File: src/rtl/inst_fetch_queue_if.sv
// Bundle of the fetch queue's bus-facing signals: redirect request from
// execute, the AHB-Lite instruction bus, and the decode handshake.
// master = fetch queue side, slave = bus/decode/execute side.
interface inst_fetch_queue_if #(
  parameter int XLEN  = 32,
  parameter int DEPTH = 4
);
  localparam int CW = $clog2(DEPTH) + 1;

  logic            redirect;
  logic [XLEN-1:0] redirect_pc;
  logic [XLEN-1:0] HADDR;
  logic [1:0]      HTRANS;
  logic            HREADY;
  logic [XLEN-1:0] HRDATA;
  logic            out_valid;
  logic            out_ready;
  logic [XLEN-1:0] out_inst;
  logic [XLEN-1:0] out_pc;
  logic [CW-1:0]   count;

  modport master (
    input  redirect, redirect_pc, HREADY, HRDATA, out_ready,
    output HADDR, HTRANS, out_valid, out_inst, out_pc, count
  );

  modport slave (
    output redirect, redirect_pc, HREADY, HRDATA, out_ready,
    input  HADDR, HTRANS, out_valid, out_inst, out_pc, count
  );
endinterface

File: src/rtl/inst_fetch_queue.sv
// inst_fetch_queue: pipelined AHB-Lite word fetcher feeding a DEPTH-entry FIFO
// towards decode, with flush/redirect from execute.
// Optional early redirect on JAL: define INST_FETCH_JAL_PREDICT_EN.
module inst_fetch_queue #(
  parameter int              XLEN     = 32,
  parameter int              DEPTH    = 4,
  parameter logic [XLEN-1:0] RESET_PC = '0
) (
  input logic                CLK,
  input logic                reset,
  inst_fetch_queue_if.master bus
);
  localparam int PW = $clog2(DEPTH);
  localparam int CW = $clog2(DEPTH) + 1;
  localparam logic [1:0] HT_IDLE   = 2'b00;
  localparam logic [1:0] HT_NONSEQ = 2'b10;

  logic [XLEN-1:0] fetch_pc_q, fetch_pc_d;
  // Address phase driven but stalled by HREADY=0 (held stable on the bus)
  logic            ap_q, ap_d, ap_kill_q, ap_kill_d;
  logic [XLEN-1:0] ap_addr_q, ap_addr_d;
  // Address accepted, read data still to come
  logic            dp_q, dp_d, dp_kill_q, dp_kill_d;
  logic [XLEN-1:0] dp_addr_q, dp_addr_d;
  logic [PW-1:0]   wr_ptr_q, wr_ptr_d, rd_ptr_q, rd_ptr_d;
  logic [CW-1:0]   count_q, count_d;

  logic [XLEN-1:0] inst_mem [DEPTH];
  logic [XLEN-1:0] pc_mem   [DEPTH];

  logic [CW:0]     occupancy;
  logic            issue_ok, addr_valid, addr_accept, data_done;
  logic            push, pop, out_valid, jal_hit;
  logic [XLEN-1:0] haddr, jal_target;

  assign out_valid = (count_q != '0);

  // Bus control, handshakes and next-state for the fetch and FIFO registers
  always_comb begin
    occupancy   = {1'b0, count_q} + (CW+1)'(dp_q) + (CW+1)'(ap_q);
    issue_ok    = occupancy < (CW+1)'(DEPTH);
    // A stalled address phase must stay on the bus even if a push since
    // then has filled the budget; during reset nothing is issued.
    addr_valid  = reset && (ap_q || issue_ok);
    haddr       = ap_q ? ap_addr_q : fetch_pc_q;
    addr_accept = addr_valid && bus.HREADY;
    data_done   = dp_q && bus.HREADY;
    push        = data_done && !dp_kill_q && !bus.redirect;
    pop         = out_valid && bus.out_ready && !bus.redirect;

`ifdef INST_FETCH_JAL_PREDICT_EN
    jal_hit    = data_done && !dp_kill_q && (bus.HRDATA[6:0] == 7'b1101111);
    jal_target = dp_addr_q + {{(XLEN-20){bus.HRDATA[31]}}, bus.HRDATA[19:12],
                              bus.HRDATA[20], bus.HRDATA[30:21], 1'b0};
`else
    jal_hit    = 1'b0;
    jal_target = '0;
`endif

    fetch_pc_d = fetch_pc_q;
    ap_d       = ap_q;
    ap_kill_d  = ap_kill_q;
    ap_addr_d  = ap_addr_q;
    dp_d       = dp_q;
    dp_kill_d  = dp_kill_q;
    dp_addr_d  = dp_addr_q;

    // Freshly driven address phase stalled: remember it so it stays put
    if (addr_valid && !bus.HREADY && !ap_q) begin
      ap_d      = 1'b1;
      ap_addr_d = haddr;
      ap_kill_d = 1'b0;
    end

    // HREADY=1 retires the data phase and accepts the address phase together
    if (bus.HREADY) begin
      dp_d      = addr_accept;
      ap_d      = 1'b0;
      ap_kill_d = 1'b0;
      if (addr_accept) begin
        dp_addr_d = haddr;
        dp_kill_d = ap_q && ap_kill_q;
        // A killed stalled phase was not fetched from fetch_pc, so no advance
        if (!(ap_q && ap_kill_q)) begin
          fetch_pc_d = fetch_pc_q + XLEN'(4);
        end
      end
    end

    // Early JAL redirect: the request accepted on this edge is younger
    if (jal_hit) begin
      fetch_pc_d = jal_target;
      dp_kill_d  = 1'b1;
    end

    // External redirect overrides everything: kill all in-flight requests
    if (bus.redirect) begin
      fetch_pc_d = bus.redirect_pc & ~XLEN'(3);
      dp_kill_d  = 1'b1;
      ap_kill_d  = 1'b1;
    end

    wr_ptr_d = wr_ptr_q;
    rd_ptr_d = rd_ptr_q;
    count_d  = count_q;
    if (bus.redirect) begin
      wr_ptr_d = '0;
      rd_ptr_d = '0;
      count_d  = '0;
    end else begin
      if (push) wr_ptr_d = wr_ptr_q + PW'(1);
      if (pop)  rd_ptr_d = rd_ptr_q + PW'(1);
      if (push && !pop) count_d = count_q + CW'(1);
      if (!push && pop) count_d = count_q - CW'(1);
    end
  end

  // State registers; reset abandons any transfer in flight
  always_ff @(posedge CLK or negedge reset) begin
    if (!reset) begin
      fetch_pc_q <= RESET_PC;
      ap_q       <= 1'b0;
      ap_kill_q  <= 1'b0;
      ap_addr_q  <= '0;
      dp_q       <= 1'b0;
      dp_kill_q  <= 1'b0;
      dp_addr_q  <= '0;
      wr_ptr_q   <= '0;
      rd_ptr_q   <= '0;
      count_q    <= '0;
    end else begin
      fetch_pc_q <= fetch_pc_d;
      ap_q       <= ap_d;
      ap_kill_q  <= ap_kill_d;
      ap_addr_q  <= ap_addr_d;
      dp_q       <= dp_d;
      dp_kill_q  <= dp_kill_d;
      dp_addr_q  <= dp_addr_d;
      wr_ptr_q   <= wr_ptr_d;
      rd_ptr_q   <= rd_ptr_d;
      count_q    <= count_d;
    end
  end

  // FIFO storage write: returned word plus the address it was fetched from
  always_ff @(posedge CLK) begin
    if (push) begin
      inst_mem[wr_ptr_q] <= bus.HRDATA;
      pc_mem[wr_ptr_q]   <= dp_addr_q;
    end
  end

  assign bus.HADDR     = haddr;
  assign bus.HTRANS    = addr_valid ? HT_NONSEQ : HT_IDLE;
  assign bus.out_valid = out_valid;
  assign bus.out_inst  = out_valid ? inst_mem[rd_ptr_q] : '0;
  assign bus.out_pc    = out_valid ? pc_mem[rd_ptr_q] : '0;
  assign bus.count     = count_q;
endmodule

File: src/flat_wrapper.sv
// flat-port wrapper written by rule: the top's interface ports become plain ports
module inst_fetch_queue_flat 
#(
  parameter int              XLEN     = 32,
  parameter int              DEPTH    = 4,
  parameter logic [XLEN-1:0] RESET_PC = '0
)
  (CLK, reset, bus_redirect, bus_redirect_pc, bus_HREADY, bus_HRDATA, bus_out_ready, bus_HADDR, bus_HTRANS, bus_out_valid, bus_out_inst, bus_out_pc, bus_count);
  inst_fetch_queue_if #(.XLEN(XLEN), .DEPTH(DEPTH)) bus_i ();
  input logic CLK;
  input logic reset;
  input wire logic [$bits(bus_i.redirect)-1:0] bus_redirect;
  input wire logic [$bits(bus_i.redirect_pc)-1:0] bus_redirect_pc;
  input wire logic [$bits(bus_i.HREADY)-1:0] bus_HREADY;
  input wire logic [$bits(bus_i.HRDATA)-1:0] bus_HRDATA;
  input wire logic [$bits(bus_i.out_ready)-1:0] bus_out_ready;
  output wire logic [$bits(bus_i.HADDR)-1:0] bus_HADDR;
  output wire logic [$bits(bus_i.HTRANS)-1:0] bus_HTRANS;
  output wire logic [$bits(bus_i.out_valid)-1:0] bus_out_valid;
  output wire logic [$bits(bus_i.out_inst)-1:0] bus_out_inst;
  output wire logic [$bits(bus_i.out_pc)-1:0] bus_out_pc;
  output wire logic [$bits(bus_i.count)-1:0] bus_count;
  assign bus_i.redirect = bus_redirect;
  assign bus_i.redirect_pc = bus_redirect_pc;
  assign bus_i.HREADY = bus_HREADY;
  assign bus_i.HRDATA = bus_HRDATA;
  assign bus_i.out_ready = bus_out_ready;
  assign bus_HADDR = bus_i.HADDR;
  assign bus_HTRANS = bus_i.HTRANS;
  assign bus_out_valid = bus_i.out_valid;
  assign bus_out_inst = bus_i.out_inst;
  assign bus_out_pc = bus_i.out_pc;
  assign bus_count = bus_i.count;
  inst_fetch_queue #(.XLEN(XLEN), .DEPTH(DEPTH), .RESET_PC(RESET_PC)) u_core (.CLK(CLK), .reset(reset), .bus(bus_i));
endmodule
File: config.mk
export PLATFORM = sky130hd
export DESIGN_NAME = inst_fetch_queue_flat
export DESIGN_NICKNAME = d
export VERILOG_FILES = /design/src/rtl/inst_fetch_queue_if.sv /design/src/rtl/inst_fetch_queue.sv /design/src/flat_wrapper.sv
export SDC_FILE = /design/constraint.sdc
export NUM_CORES = 1
export LEC_CHECK = 0
export CORE_ASPECT_RATIO = 0.7
export CORE_MARGIN = 10
export CORE_UTILIZATION = 45
export DETAILED_ROUTE_END_ITERATION = 16
export DONT_BUFFER_PORTS = 1
export PLACE_DENSITY_LB_ADDON = 0.3
export REMOVE_ABC_BUFFERS = 1
export SETUP_SLACK_MARGIN = 0.02
export SLEW_MARGIN = 20
export SYNTH_ARGS = -nofsm -noshare
export SYNTH_HDL_FRONTEND = slang
export SYNTH_SLANG_ARGS = --single-unit
File: constraint.sdc
create_clock -name CLK -period 2.8 [get_ports CLK]
set_input_delay 0.84 -clock CLK [delete_from_list [all_inputs] [get_ports CLK]]
set_output_delay 0.84 -clock CLK [all_outputs]
set_load 0.02 [all_outputs]
Yosys cells after proc, flatten, opt, wreduce, memory -nomap -nowiden --
Memories as Yosys holds them, arrays and structs flattened. Cells that the tools add are included.
Storage, ports and cells: input port bits 69, output and inout bits 102, word-level logic and storage cells 76, memory bits (writable) 256, memories 2, bits in registers 107
Memory list:
- u_core.inst_mem | depth 4, bits a word 32, read ports 1, clocked after Yosys merged registers in 0, wr ports 1, line inst_fetch_queue.sv:28 | logic [XLEN-1:0] inst_mem [DEPTH];
- u_core.pc_mem | depth 4, bits a word 32, read ports 1, clocked after Yosys merged registers in 0, wr ports 1, line inst_fetch_queue.sv:29 | logic [XLEN-1:0] pc_mem [DEPTH];
Cells by class: equality and inequality tests 1, $add $sub $neg 7, order comparisons 1, multiplexer cells 25, reductions and logical operators 30
Operators with widths (count):
- $mux 32 | 7
- $add 32x3->32 const B | 1
- $logic_and 1x1->1 | 12
- $mux 1 | 10
- $mux 2 | 5
- $reduce_bool 2->1 | 5
- $mux 3 | 3
- $reduce_bool 3->1 | 3
- $logic_not 1->1 | 6
- $add 2x1->2 const B | 2
- $add 3x1->4 | 1
- $add 4x1->4 | 1
- $lt 4x3->1 const B | 1
- $reduce_and 2->1 | 2
- $add 3x1->3 const B | 1
- $reduce_and 3->1 | 1
- $sub 3x1->3 const B | 1
- $ne 2x2->1 const B | 1
- $logic_or 1x1->1 | 1

Depth between registers and ports, before layout --
depth in word-level cells 10, gate-level depth with buffers 8

Least setup slack after synthesis --
No wires, ideal clock.
path type input port to flip-flop, start point input port bus_HREADY, end point memory u_core.inst_mem[0][0] (enable), required time 2371 ps, cell stages on the path 4, slack -500 ps, library setup time 429 ps, arrival 2871 ps, path buffers 1, path through buf_2 nand3b_1 nor2_1 and2_1
Between the ends: word-level cells in the longest chain between the ends 5
RTL lines:
- start, declared | line flat_wrapper.sv:14 | input wire logic [$bits(bus_i.HREADY)-1:0] bus_HREADY;
- $logic_and 1x1->1 | line inst_fetch_queue.sv:47 | data_done = dp_q && bus.HREADY;
- $logic_and 1x1->1 (2 in a row) | line inst_fetch_queue.sv:48 | push = data_done && !dp_kill_q && !bus.redirect;
- $mux 1 | line inst_fetch_queue.sv:147 | if (push) begin
- $mux 1 (not written as such) | line inst_fetch_queue.sv:148 | inst_mem[wr_ptr_q] <= bus.HRDATA;
- end, declared | line inst_fetch_queue.sv:28
No other way between the ends.

Final worst setup path --
start point register u_core.rd_ptr_q[0], end point output port bus_out_pc[30]
Between the ends: word-level cells in the longest chain between the ends 2
RTL lines:
- start, declared | line inst_fetch_queue.sv:25 | logic [PW-1:0] wr_ptr_q, wr_ptr_d, rd_ptr_q, rd_ptr_d;
- start signal, assigned | line inst_fetch_queue.sv:140 | rd_ptr_q <= rd_ptr_d;
- $mem_v2 4x32
- $mux 32 | line inst_fetch_queue.sv:157 | assign bus.out_pc = out_valid ? pc_mem[rd_ptr_q] : '0;
- end, declared | line flat_wrapper.sv:21 | output wire logic [$bits(bus_i.out_pc)-1:0] bus_out_pc;
No other way between the ends.

==> metrics.txt <==
port bufs 0; final wirelength 33800 um; unrepaired setup endpoints after global routing yes; Detailed Route Iter0 Violations 505; first-pass GRT wire length 49900 um; FMAX 0.347 GHz; Worst-Margin Slew 0.734 ns; Final Hold Fails 0; Seq/Total Area, Yosys 0.693; Core ar. 32500 um2; CP max-delay cell mux4_2; crit path DAT 2.05 ns; Wirelength per Cell 24.8 um; Slew HR 0.509; post-route ant nets 0; Pwr Density 868 nW/um2; DP Area 15600 um2; ys async rst share 0.291; nature of the critical path endpoint output port; clk root buf clkbuf_16; TritonCTS clock tree built; crit path time final 2.89 ns; mapped cell area 14900 um2; fin nets 981; die width 237 um; cells along the critical path buf_12 -> clkbuf_16 -> mux4_2 -> and2_4; DRT Pass-1 Iters 5; Post-DP HPWL 21400 um; Final Worst Setup Slack -0.0851 ns; GPL Wtd Cong 0.776; area share of the largest cell type after synthesis 0.516; Critical Path Source Type flip-flop; vias in the first global route 7748; Clock Power Share 0.326; final non-filler cell area 17300 um2; drt drc 0; Yosys reg bits 361; share of cells above drive strength 1 0.366; Slew Limit Fails 0; post-synth top area cell edfxtp_1; Int Power 0.0107 W; std cell rows 55; Cell variety after synth 58; area delta synth->final 16.3%; Avg Cell Area, Syn 17.3 um2; initial antenna violation count 2; clock sink total 361; aggregate global routing overflow 0; sequential power share 0.434; Vias 7555; Reg clk slew, reported paths 0.06 ns; failing checks setup timing; largest net degree at the start of global routing 111; Final Skew 0.0157 ns; crit path kind reg -> out; Hold WC Path Type in -> async; Syn. warnings 0; Static Leak 6.00 nW; CTS H-Tree Depth 2; Tcrit/Tclk final 1.03; Cells after Synth 861; I/O Pins 171; via-per-instance ratio 5.55; CTS max path bufs 3; Max Fanout on Critical Path 7; GRT Overall Usage 0.160; Synth Flop Type edfxtp_1; Synth area leaders edfxtp_1 52%, dfrtp_1 18%, mux4_2 9.7%; Sw Ratio 0.285; DIE HEIGHT 172 um; Skew-Pair Late Insertion Delay 0.53 ns; setup tns final -2.73 ns; VDD IR max 0.000471 V; WHS 0.128 ns; switching power 0.00428 W; EDFF count, synth 256; Power Total 0.0150 W; Initial Utilization 0.458; Die ar. 40900 um2; Worst Setup Slack post-DPL 0.308 ns; combinational power share 0.240; maxcap violations 0; r2r setup slk 0.39 ns; max incr delay on CP 0.50 ns; Final setup viols 52; Req. time, crit path 1.96 ns; Inserted Clock Buffers 38; run status finished with violations
[area by class of cell]
cell class,count,area [um2]
Timing Repair Buffer,53,718
Fill cell,2627,15200
Clock buffer,50,1030
Sequential cell,361,10300
Clock inverter,19,181
Inverter,9,38.8
Tap cell,427,534
Multi-Input combinational cell,442,4480
Antenna cell,1,2.50
[power groups by stage]
stage	Sequential (W)	Clock [W]	Combinational, W
5_1_grt	0.00658	0.00525	0.00388
2_1_floorplan	0.00671	0	0.00205
3_3_place_gp	0.00663	0	0.00295
4_1_cts	0.00651	0.00504	0.00331
6_report	0.00652	0.00490	0.00361
3_5_place_dp	0.00666	0	0.00298
[repair_timing]
item / in CTS / in global routing
gates cloned: 0 / 3
setup buffers: 9 / 1
resized for setup: 66 / 71
hold endpoints to repair: 104 / 35
setup endpoints to repair: 67 / 66
pin swaps: 2 / 1
[kinds of logic after synthesis]
| family | synth area share |
|---|---|
| AO/OA/AOI/OAI | 0.0195 |
| XOR/XNOR | 0.0176 |
| adder cells (fa/ha/maj) | 0.00639 |
| buffers and inverters | 0.0182 |
| flip-flops | 0.693 |
| multiplexers | 0.167 |
| other | 0.000252 |
| AND/OR/NAND/NOR | 0.0782 |
[cells in the final DEF (no fill, tap or decap), types with 3 or more instances in the layout]
cell and count:
nand2_1 41, and2_4 63, o21ai_0 13, nand3_1 12, buf_4 27, buf_12 11, xor2_1 6, edfxtp_1 256
inv_1 8, nor2_1 15, xnor2_1 24, and2_1 7, nor4_1 14, dfrtp_1 102, dlygate4sd3_1 3, clkinv_2 5
clkbuf_1 10, clkbuf_16 42, nor3_1 8, ha_1 6, mux4_2 64, mux2_2 90, o21ai_1 15, nor2b_1 4
nand2b_1 3, buf_16 5, clkinv_1 6, nand4_1 12, bufinv_16 3
[state kept, by name (all words and copies together), names as in the netlist]
register	flops
u_core.dp_kill_q	1
u_core.bus.count	3
u_core.dp_q	1
u_core.wr_ptr_q	2
u_core.ap_kill_q	1
u_core.inst_mem	128
u_core.fetch_pc_q	30
u_core.ap_q	1
u_core.rd_ptr_q	2
u_core.dp_addr_q	32
u_core.pc_mem	128
u_core.ap_addr_q	32
[final timing paths]
kind / startpoint / end / depth (start not counted)
max: u_core.rd_ptr_q[0] / bus_out_pc[30] / 4
max in group asynchronous: reset / u_core.ap_addr_q[0] / 1
min: reset / u_core.fetch_pc_q[14] / 1
min in group CLK: bus_HREADY / u_core.ap_q / 1
min reg2reg: u_core.ap_addr_q[1] / u_core.ap_addr_q[1] / 1
max reg2reg: u_core.bus.count[0] / u_core.fetch_pc_q[28] / 7
[critical path, delay by kind of cell, from the launching register on]
kind	cells	cell delay, ns
mux	1	0.50
flops	1	0.43
buf+inv	2	0.36
simple gates	1	0.21
[layer usage]
metal	vias up	GRT usage	share of wire
met5	-	0	0.00038
met4	2	0.0328	0.013
met3	41	0.0499	0.070
met2	193	0.250	0.46
met1	3927	0.218	0.45
li1	3392	-	-
[synthesized netlist by cell type, types with 8 or more instances]
cell,count
nand3_1,12
dfrtp_1,105
mux2_2,90
nand4_1,12
o21ai_1,14
nand2_1,41
nor3_1,8
edfxtp_1,256
mux4_2,64
inv_1,9
nor4_1,14
buf_2,12
and2_1,71
nor2_1,15
o21ai_0,15
clkbuf_1,24
xnor2_1,24
[metrics by stage]
stage	instances	utilization
after floorplan	812	-
after global placement	1273	0.481
after detailed placement	1273	0.481
after CTS	1351	0.524
after global routing	1361	0.533
final	1362	0.533
(Power assumes the default switching activity.)
